[config.mk]
export PLATFORM = sky130hd
export DESIGN_NAME = instruction_fetch_flat
export DESIGN_NICKNAME = d
export VERILOG_FILES = /design/src/rtl/fetch_pkg.sv /design/src/rtl/instruction_fetch_if.sv /design/src/rtl/fetch_addr_check.sv /design/src/rtl/instruction_fetch.sv /design/src/flat_wrapper.sv
export SDC_FILE = /design/constraint.sdc
export NUM_CORES = 1
export LEC_CHECK = 0
export ABC_CLOCK_PERIOD_IN_PS = 3850
export BUFFER_PORTS_ARGS = -buffer_cell sky130_fd_sc_hd__buf_4
export CAP_MARGIN = 40
export CELL_PAD_IN_SITES_DETAIL_PLACEMENT = 1
export CELL_PAD_IN_SITES_GLOBAL_PLACEMENT = 1
export CORE_UTILIZATION = 36
export CTS_CLUSTER_SIZE = 20
export DETAILED_ROUTE_END_ITERATION = 10
export PLACE_DENSITY = 0.9
export SYNTH_ARGS = -nofsm -noshare
export SYNTH_HDL_FRONTEND = slang
export SYNTH_SLANG_ARGS = --single-unit
[constraint.sdc]
create_clock -name clk -period 3.85 [get_ports clk]
set_input_delay 0.77 -clock clk [delete_from_list [all_inputs] [get_ports clk]]
set_output_delay 0.77 -clock clk [all_outputs]
set_load 0.02 [all_outputs]
[src/rtl/fetch_pkg.sv]
// Shared definitions for the instruction fetch stage: FSM encoding,
// bubble word and instruction memory size.
package fetch_pkg;

  typedef enum logic [1:0] {
    IDLE = 2'd0,
    RUN  = 2'd1,
    HALT = 2'd2
  } fetch_state_e;

  // Kept in one place so instructionMemory and fetch agree on the size.
  localparam int unsigned MEM_BYTES = 16384;
  localparam logic [31:0] NOP_WORD  = 32'h0000_0000;

endpackage : fetch_pkg

[src/rtl/instruction_fetch_if.sv]
// Signal bundle between the fetch stage and its environment: start/redirect
// control, the instruction memory port and the IF/ID register outputs.
interface instruction_fetch_if;

  logic        start;
  logic [31:0] start_pc;
  logic        stall;
  logic        redirect_valid;
  logic [31:0] redirect_target;
  logic [31:0] PC;
  logic [31:0] instruction;
  logic [31:0] if_id_instruction;
  logic [31:0] if_id_pc4;
  logic        if_id_valid;
  logic        fetch_fault;
  logic [31:0] fetch_count;

  // Fetch stage side.
  modport master (
    input  start, start_pc, stall, redirect_valid, redirect_target, instruction,
    output PC, if_id_instruction, if_id_pc4, if_id_valid, fetch_fault, fetch_count
  );

  // Environment side: control sources, instruction memory, decode.
  modport slave (
    output start, start_pc, stall, redirect_valid, redirect_target, instruction,
    input  PC, if_id_instruction, if_id_pc4, if_id_valid, fetch_fault, fetch_count
  );

endinterface : instruction_fetch_if

[src/rtl/fetch_addr_check.sv]
// Combinational PC legality check: word aligned and within the memory.
// The address is taken 33 bits wide so an incremented PC that carries out
// of 32 bits is seen as out of range instead of wrapping to zero.
module fetch_addr_check #(
  parameter int unsigned MEM_BYTES = fetch_pkg::MEM_BYTES
) (
  input  logic [32:0] addr,
  output logic        legal
);

  localparam logic [32:0] LAST_WORD = 33'(MEM_BYTES - 4);

  // Aligned and not beyond the last word of memory.
  always_comb begin
    legal = (addr[1:0] == 2'b00) && (addr <= LAST_WORD);
  end

endmodule : fetch_addr_check

[src/rtl/instruction_fetch.sv]
// Instruction fetch stage: PC register, IDLE/RUN/HALT control, IF/ID
// pipeline register and a count of delivered instructions.
module instruction_fetch
  import fetch_pkg::*;
#(
  parameter int unsigned MEM_BYTES = fetch_pkg::MEM_BYTES
) (
  input logic                 clk,
  input logic                 rst,
  instruction_fetch_if.master bus
);

  fetch_state_e state_q, state_d;
  logic [31:0]  pc_q, pc_d;
  logic [31:0]  if_id_instruction_q, if_id_instruction_d;
  logic [31:0]  if_id_pc4_q, if_id_pc4_d;
  logic         if_id_valid_q, if_id_valid_d;
  logic         fetch_fault_q, fetch_fault_d;
  logic [31:0]  fetch_count_q, fetch_count_d;

  logic [31:0] pc_plus4;
  logic [32:0] pc_plus4_wide;
  logic [32:0] target_wide;
  logic        target_legal;
  logic        pc_plus4_legal;

  // Only IDLE consumes start_pc and only RUN consumes redirect_target,
  // so one checker serves both.
  always_comb begin
    target_wide = (state_q == IDLE) ? {1'b0, bus.start_pc}
                                    : {1'b0, bus.redirect_target};
  end

  // Sequential-PC arithmetic; the wide copy feeds the range check.
  always_comb begin
    pc_plus4      = pc_q + 32'd4;
    pc_plus4_wide = {1'b0, pc_q} + 33'd4;
  end

  fetch_addr_check #(.MEM_BYTES(MEM_BYTES)) u_target_check (
    .addr  (target_wide),
    .legal (target_legal)
  );

  fetch_addr_check #(.MEM_BYTES(MEM_BYTES)) u_pc4_check (
    .addr  (pc_plus4_wide),
    .legal (pc_plus4_legal)
  );

  // Next-state, PC and IF/ID selection; redirect beats stall beats advance.
  always_comb begin
    // NOTE: every _d gets its hold value first so no path leaves a signal
    // unassigned, which would otherwise infer a latch.
    state_d             = state_q;
    pc_d                = pc_q;
    if_id_instruction_d = if_id_instruction_q;
    if_id_pc4_d         = if_id_pc4_q;
    if_id_valid_d       = if_id_valid_q;
    fetch_fault_d       = fetch_fault_q;
    fetch_count_d       = fetch_count_q;

    unique case (state_q)
      IDLE: begin
        if (bus.start) begin
          if (target_legal) begin
            pc_d    = bus.start_pc;
            state_d = RUN;
          end else begin
            fetch_fault_d = 1'b1;
            state_d       = HALT;
          end
        end
      end

      RUN: begin
        if (bus.redirect_valid) begin
          if_id_instruction_d = NOP_WORD;
          if_id_pc4_d         = 32'd0;
          if_id_valid_d       = 1'b0;
          if (target_legal) begin
            pc_d = bus.redirect_target;
          end else begin
            fetch_fault_d = 1'b1;
            state_d       = HALT;
          end
        end else if (!bus.stall) begin
          if_id_instruction_d = bus.instruction;
          if_id_pc4_d         = pc_plus4;
          if_id_valid_d       = 1'b1;
          fetch_count_d       = fetch_count_q + 32'd1;
          if (pc_plus4_legal) begin
            pc_d = pc_plus4;
          end else begin
            // The word at the last address is still delivered above.
            fetch_fault_d = 1'b1;
            state_d       = HALT;
          end
        end
      end

      HALT: begin
        // Flush once on entry; reloading the bubble afterwards is a hold.
        if_id_instruction_d = NOP_WORD;
        if_id_pc4_d         = 32'd0;
        if_id_valid_d       = 1'b0;
      end

      default: state_d = IDLE;
    endcase
  end

  // State, PC, IF/ID and counter registers with synchronous reset.
  always_ff @(posedge clk) begin
    // NOTE: non-blocking assignments so every register samples the
    // pre-edge values regardless of statement order.
    if (rst) begin
      state_q             <= IDLE;
      pc_q                <= 32'd0;
      if_id_instruction_q <= NOP_WORD;
      if_id_pc4_q         <= 32'd0;
      if_id_valid_q       <= 1'b0;
      fetch_fault_q       <= 1'b0;
      fetch_count_q       <= 32'd0;
    end else begin
      state_q             <= state_d;
      pc_q                <= pc_d;
      if_id_instruction_q <= if_id_instruction_d;
      if_id_pc4_q         <= if_id_pc4_d;
      if_id_valid_q       <= if_id_valid_d;
      fetch_fault_q       <= fetch_fault_d;
      fetch_count_q       <= fetch_count_d;
    end
  end

  assign bus.PC                = pc_q;
  assign bus.if_id_instruction = if_id_instruction_q;
  assign bus.if_id_pc4         = if_id_pc4_q;
  assign bus.if_id_valid       = if_id_valid_q;
  assign bus.fetch_fault       = fetch_fault_q;
  assign bus.fetch_count       = fetch_count_q;

endmodule : instruction_fetch

[src/flat_wrapper.sv]
// flat-port wrapper written by rule: the top's interface ports become plain ports
module instruction_fetch_flat import fetch_pkg::*;
#(
  parameter int unsigned MEM_BYTES = fetch_pkg::MEM_BYTES
)
  (clk, rst, bus_start, bus_start_pc, bus_stall, bus_redirect_valid, bus_redirect_target, bus_instruction, bus_PC, bus_if_id_instruction, bus_if_id_pc4, bus_if_id_valid, bus_fetch_fault, bus_fetch_count);
  instruction_fetch_if bus_i ();
  input logic clk;
  input logic rst;
  input wire logic [$bits(bus_i.start)-1:0] bus_start;
  input wire logic [$bits(bus_i.start_pc)-1:0] bus_start_pc;
  input wire logic [$bits(bus_i.stall)-1:0] bus_stall;
  input wire logic [$bits(bus_i.redirect_valid)-1:0] bus_redirect_valid;
  input wire logic [$bits(bus_i.redirect_target)-1:0] bus_redirect_target;
  input wire logic [$bits(bus_i.instruction)-1:0] bus_instruction;
  output wire logic [$bits(bus_i.PC)-1:0] bus_PC;
  output wire logic [$bits(bus_i.if_id_instruction)-1:0] bus_if_id_instruction;
  output wire logic [$bits(bus_i.if_id_pc4)-1:0] bus_if_id_pc4;
  output wire logic [$bits(bus_i.if_id_valid)-1:0] bus_if_id_valid;
  output wire logic [$bits(bus_i.fetch_fault)-1:0] bus_fetch_fault;
  output wire logic [$bits(bus_i.fetch_count)-1:0] bus_fetch_count;
  assign bus_i.start = bus_start;
  assign bus_i.start_pc = bus_start_pc;
  assign bus_i.stall = bus_stall;
  assign bus_i.redirect_valid = bus_redirect_valid;
  assign bus_i.redirect_target = bus_redirect_target;
  assign bus_i.instruction = bus_instruction;
  assign bus_PC = bus_i.PC;
  assign bus_if_id_instruction = bus_i.if_id_instruction;
  assign bus_if_id_pc4 = bus_i.if_id_pc4;
  assign bus_if_id_valid = bus_i.if_id_valid;
  assign bus_fetch_fault = bus_i.fetch_fault;
  assign bus_fetch_count = bus_i.fetch_count;
  instruction_fetch #(.MEM_BYTES(MEM_BYTES)) u_core (.clk(clk), .rst(rst), .bus(bus_i));
endmodule
---- Word-level counts from Yosys, hierarchy flattened ----
Cells that the tools add are included.
word-level totals
  register bits after elaboration ......... 132
  input bits .............................. 101
  output and inout bits ................... 130
  word-level logic and storage cells ...... 66
cells by class
  $add $sub $neg .......................... 3
  order comparisons ....................... 2
  equal/unequal tests ..................... 9
  muxes and demuxes ....................... 30
  bitwise logic cells ..................... 3
  reductions and logical operators ........ 12
operators with widths
  cell                                                   number
  2-to-1 mux 32 bit                                      11
  one-hot mux 32 bit (2 select lines)                    3
  <= comparator 33 x 14 -> 1 bit, second input constant  2
  adder 32 x 3 -> 33 bit, second input constant          1
  adder 32 x 1 -> 32 bit, second input constant          1
  adder 32 x 3 -> 32 bit, second input constant          1
  2-to-1 mux 2 bit                                       6
  != test 3 bit, second input constant                   3
  2-to-1 mux 1 bit                                       7
  logical NOT 2 bit                                      3
  != test 3 x 2 -> 1 bit, second input constant          2
  one-hot mux 2 bit (3 select lines)                     1
  AND reduction 6 bit                                    1
  AND reduction 5 bit                                    1
  one-hot mux 1 bit (2 select lines)                     2
  AND reduction 4 bit                                    1
  nonzero test 2 bit                                     2
  inverter 1 bit                                         3
  AND reduction 3 bit                                    1
  equality test 2 x 1 -> 1 bit, second input constant    1
  equality test 2 bit, second input constant             1
  logical AND 1 bit                                      2
  != test 2 x 1 -> 1 bit, second input constant          1
  != test 2 bit, second input constant                   1
  AND reduction 2 bit                                    1

---- Longest topological paths before layout ----
  depth in word-level cells ............... 7
  gate-level depth with buffers ........... 11
  gate-level depth less buffers ........... 9

---- By module ----
Synthesis repeated with hierarchy kept, for this count alone.
unflattened totals
  cell total of the unflattened synthesis .. 812
  area total of the unflattened synthesis .. 6,851.6 um^2
modules (own cells, without submodules)
  module             instances  cells an instance  area each (um^2)  seq. area each (um^2)
  instruction_fetch  1          798                6,751.5           2,642.5
  fetch_addr_check   2          7                  50.0              0.0

---- Worst setup path before layout ----
No wires, ideal clock.
  kind .................................... reg-to-reg
  from .................................... reg u_core.pc_q[2] (netlist: u_core.bus.PC[2])
  to ...................................... reg u_core.pc_q[3] (netlist: u_core.bus.PC[3])
  library setup time ...................... 133 ps
  data arrival time ....................... 2,796 ps
  required time ........................... 3,717 ps
  slack ................................... 921 ps
  cell stages (with the launch flop) ...... 11
  path buffers ............................ 1
  period minus slack after synthesis ...... 2,929 ps
  cells stage by stage .................... dfxtp_1 > ha_1 > and4_1 > nand3_4 > or4_1 > a211oi_1 > and4_4 > a21oi_2 > nor2_8 > buf_4 > a211oi_2
between the ends
  longest elaborated chain between the ends .. 5
  elaborated cells between the ends (all ways) .. 10
  those cells by class .................... 2 x add/sub; 1 x order compare; 1 x eq/ne; 4 x mux; 2 x reduce/logical
ends and longest elaborated chain
  item                                                                                         line                                              text
  from (decl)                                                                                  instruction_fetch.sv:14                           logic [31:0] pc_q, pc_d;
  from (signal assigned)                                                                       instruction_fetch.sv:126                          pc_q <= pc_d;
  adder 32 x 3 -> 33 bit or adder 32 x 3 -> 32 bit (tied branches)                             instruction_fetch.sv:37, instruction_fetch.sv:36
  <= comparator 33 x 14 -> 1 bit or 2-to-1 mux 32 bit (tied branches)                          fetch_addr_check.sv:15, instruction_fetch.sv:91
  logical AND 1 bit or 2-to-1 mux 32 bit (tied branches)                                       fetch_addr_check.sv:15, instruction_fetch.sv:86
  != test 3 x 2 -> 1 bit (no source line) or 2-to-1 mux 32 bit (tied branches)                 -
  AND reduction 6 bit (no source line) or one-hot mux 32 bit (2 select lines) (tied branches)  -
Several ways; a longest one is shown, not always the timed one. The select of a mux whose other input is x is not followed.
A chain may end at the register's enable or synchronous reset.

---- Worst setup path after layout ----
  from .................................... reg u_core.pc_q[2] (netlist: u_core.bus.PC[2])
  to ...................................... reg u_core.pc_q[10] (netlist: u_core.bus.PC[10])
Same word-level chain as after synthesis.

==> reports/results.txt <==
Crit path max-delay family = simple AND/OR/NAND/NOR gates
area of the core = 16580 µm²
reg2reg end = u_core.bus.PC[10]$_SDFFE_PP0P_
reg2reg setup slack = 0.41 ns
post-synth top area cell = dfxtp_1
share of layout cells above drive strength 1 = 30.98%
path depth of the worst reg2reg path = 9
die height = 132.5 µm
clk slew on worst S/H paths = 0.06 ns
WP buf/inv = 0
Pre-antenna DRT Iters = 5
drt drc = 0
Hold WC Path Type = flop to flop
H-tree Lvls = 4
crit end category = flop
ranking of synthesized cells by area = dfxtp_1 (43%), a22oi_1 (6.9%), nor2_1 (6.5%)
Via-to-Cell Ratio = 5.552
Avg Inst Size Synth = 8.568 µm²
Worst Tran Pin Value = 0.8377 ns
global-route wire length before repair = 35260 µm
grt ovf = 0
setup TNS = 0 ns
Final ANT Viol Nets = 0
mean routed wirelength per cell = 19.65 µm
IO Port Bufs = 230
FMAX = 290.8 MHz
Max Cap Viol = 0
worst-path cell chain = ha_1 -> nand4_1 -> nor4_1 -> mux2i_1 -> o211ai_1 -> nor4_2 -> a21oi_2 -> nor2_8 -> a311oi_2
start of the worst register-to-register path = u_core.bus.PC[2]$_SDFFE_PP0P_
CTS tree = built
Seq/Total Area, Yosys = 43.08%
most numerous cell in the Yosys netlist = dfxtp_1
Worst-Skew Late Latency = 0.42 ns
post-layout instance area = 8563 µm²
area growth from synthesis to layout = 39.59%
Initial Util = 36.99%
startpoint types = flop
CP Max Fanout = 28
post-synth top area share = 43.08%
Via Count = 6401
# IOs = 231
hold buffer count at CTS = 0
CP required = 4.13 ns
max_slew headroom = 43.72%
min Tclk post-route = 3.439 ns
number of global-route vias before repair = 6596
Synthesized Nets = 820
cts bufs inserted = 17
Synth Cell Area = 6135 µm²
asr flop ratio synth = 0%
crit path DAT = 3.72 ns
Top FF cell, synth = dfxtp_1
Max Slew Vio Count = 0
Fill cells = 1992
Power Total = 3.083 mW
chip width = 132.5 µm
final setup vio count = 0
Synth Warn # = 0
Largest stage delay, worst path = 0.53 ns
number of DRC markers in iteration 0 = 317
Setup Buffers After CTS = 0
hold path depth = 2
Post-synth top cells = dfxtp_1 (132), nor2_1 (107), a22oi_1 (56)
crit path kind = flop to flop
WL final = 22660 µm
final hold viol count = 0
FP Rows = 47
IR drop worst, VDD = 0.3131 mV
Layout Utilization = 51.64%
setup clock skew after layout = 0.006881 ns
RSZ-0062 raised after global routing = false
Hold Path End = u_core.bus.if_id_pc4[30]$_SDFFE_PP0P_
Post-synth EDFFs = 0
clk buf depth = 2
placed standard-cell area = 8001 µm²
Seq cells post-synth = 132
Power Density = 360.1 nW/µm²
antenna violations before repair = 0
gpl congestion = 0.9623
min-delay src = u_core.bus.if_id_pc4[30]$_SDFFE_PP0P_
n_diodes = 0
synth unique cells = 63
total clock sinks = 132
outcome = finished clean
dpl hpwl = 16220 µm
fin nets = 1025
total die area = 17570 µm²
GRT Total Usage = 25.68%
clock root buffer = clkbuf_16
largest net degree at the start of global routing = 65
leak pwr = 3.404 nW
CP max stage cell = dfxtp_1
post_cts resized = 0
Cells after Synth = 716
fin crit share = 89.32%
[power breakdown]
group          switching, mW  internal [mW]  total (mW)
combinational         0.0775         0.0807       0.158
sequential           0.00379           1.37        1.37
clock                  0.638          0.916        1.55
[worst max-delay path by stage]
stage | start | end | depth (start not counted)
3_3_place_gp | u_core.bus.PC[2]$_SDFFE_PP0P_ | u_core.bus.PC[10]$_SDFFE_PP0P_ | 9
6_report | u_core.bus.PC[2]$_SDFFE_PP0P_ | u_core.bus.PC[10]$_SDFFE_PP0P_ | 9
2_1_floorplan | u_core.bus.PC[2]$_SDFFE_PP0P_ | u_core.bus.PC[3]$_SDFFE_PP0P_ | 10
5_1_grt | u_core.bus.PC[2]$_SDFFE_PP0P_ | u_core.bus.PC[10]$_SDFFE_PP0P_ | 9
3_5_place_dp | u_core.bus.PC[2]$_SDFFE_PP0P_ | u_core.bus.PC[6]$_SDFFE_PP0P_ | 9
4_1_cts | u_core.bus.PC[2]$_SDFFE_PP0P_ | u_core.bus.PC[10]$_SDFFE_PP0P_ | 9
[cells by family after synthesis]
kind of cell / share of synthesized area, %
AND/OR/NAND/NOR: 26.47
buffers and inverters: 3.936
multiplexers: 0.3467
XOR/XNOR: 7.281
adder cells (fa/ha/maj): 0.6119
AO/OA/AOI/OAI: 18.27
flip-flops: 43.08
[cell usage in the layout (no fill, tap or decap), types with 3 or more instances in the layout]
cell,Yosys,layout
buf_4,2,233
dfxtp_1,132,132
nor2_1,107,107
a22oi_1,56,56
nand2_1,50,50
a21oi_1,42,42
nand3_1,28,28
xor2_1,28,28
xnor2_1,23,23
nor3b_1,20,20
o21ai_0,18,18
nand4_1,18,18
nor4_1,17,17
clkbuf_16,0,17
nor3_1,11,11
inv_1,9,9
nand2b_1,9,9
and4_1,9,9
o211ai_1,8,8
and2_1,7,7
or3_1,7,7
and3_1,6,6
a311oi_2,6,6
o31ai_1,5,5
clkinvlp_4,0,5
or4_1,3,3
or2_2,3,3
ha_1,3,3
clkinv_2,0,3
clkinv_4,0,3
[layer usage]
metal  track usage (%)  part of all wire (%)  up-vias  wire, µm
li1                  -                     -     2994         -
met2             45.44                    51      222     11630
met1             28.79                    40     3140      8968
met4             11.43                   2.8        0       645
met3             6.858                   6.2       45      1411
met5                 0                     0        -         0
[registers in the layout (all words and copies together), names as in the netlist]
| signal | flops |
|---|---|
| u_core.bus.PC | 32 |
| u_core.bus.fetch_count | 32 |
| u_core.bus.if_id_instruction | 32 |
| u_core.bus.if_id_pc4 | 32 |
| u_core.state_q | 2 |
| u_core.bus.fetch_fault | 1 |
| u_core.bus.if_id_valid | 1 |
[per-stage QoR]
| step | setup slack, ns | hold slack [ns] | cells |
|---|---|---|---|
| 6_report | 0.4113 | 0.4529 | 1153 |
| 5_1_grt | 0.1470 | 0.4791 | 1153 |
| 4_1_cts | 0.4601 | 0.4568 | 1153 |
| 3_5_place_dp | 0.5358 | 0.4445 | 1122 |
| 3_3_place_gp | 0.7385 | 0.4361 | 1122 |
| 2_1_floorplan | 0.9207 | 0.5222 | 716 |
[final cells by class]
cell class | instances | area, µm² | share of cell area (%)
clock buffer | 19 | 452.9 | 5.289
clock inverter | 12 | 108.9 | 1.271
inverter | 9 | 33.78 | 0.3945
multi-input combinational | 526 | 3261 | 38.08
sequential | 132 | 2643 | 30.86
tap | 220 | 275.3 | 3.214
timing repair buffer | 235 | 1789 | 20.89
[tightest hold or removal path, delay by kind of cell, from the launching register on]
family | cells | cell delay [ns]
simple gates | 1 | 0.05
flops | 1 | 0.31
compound gates | 1 | 0.05
Note: power is estimated with default switching activity, not from simulation.
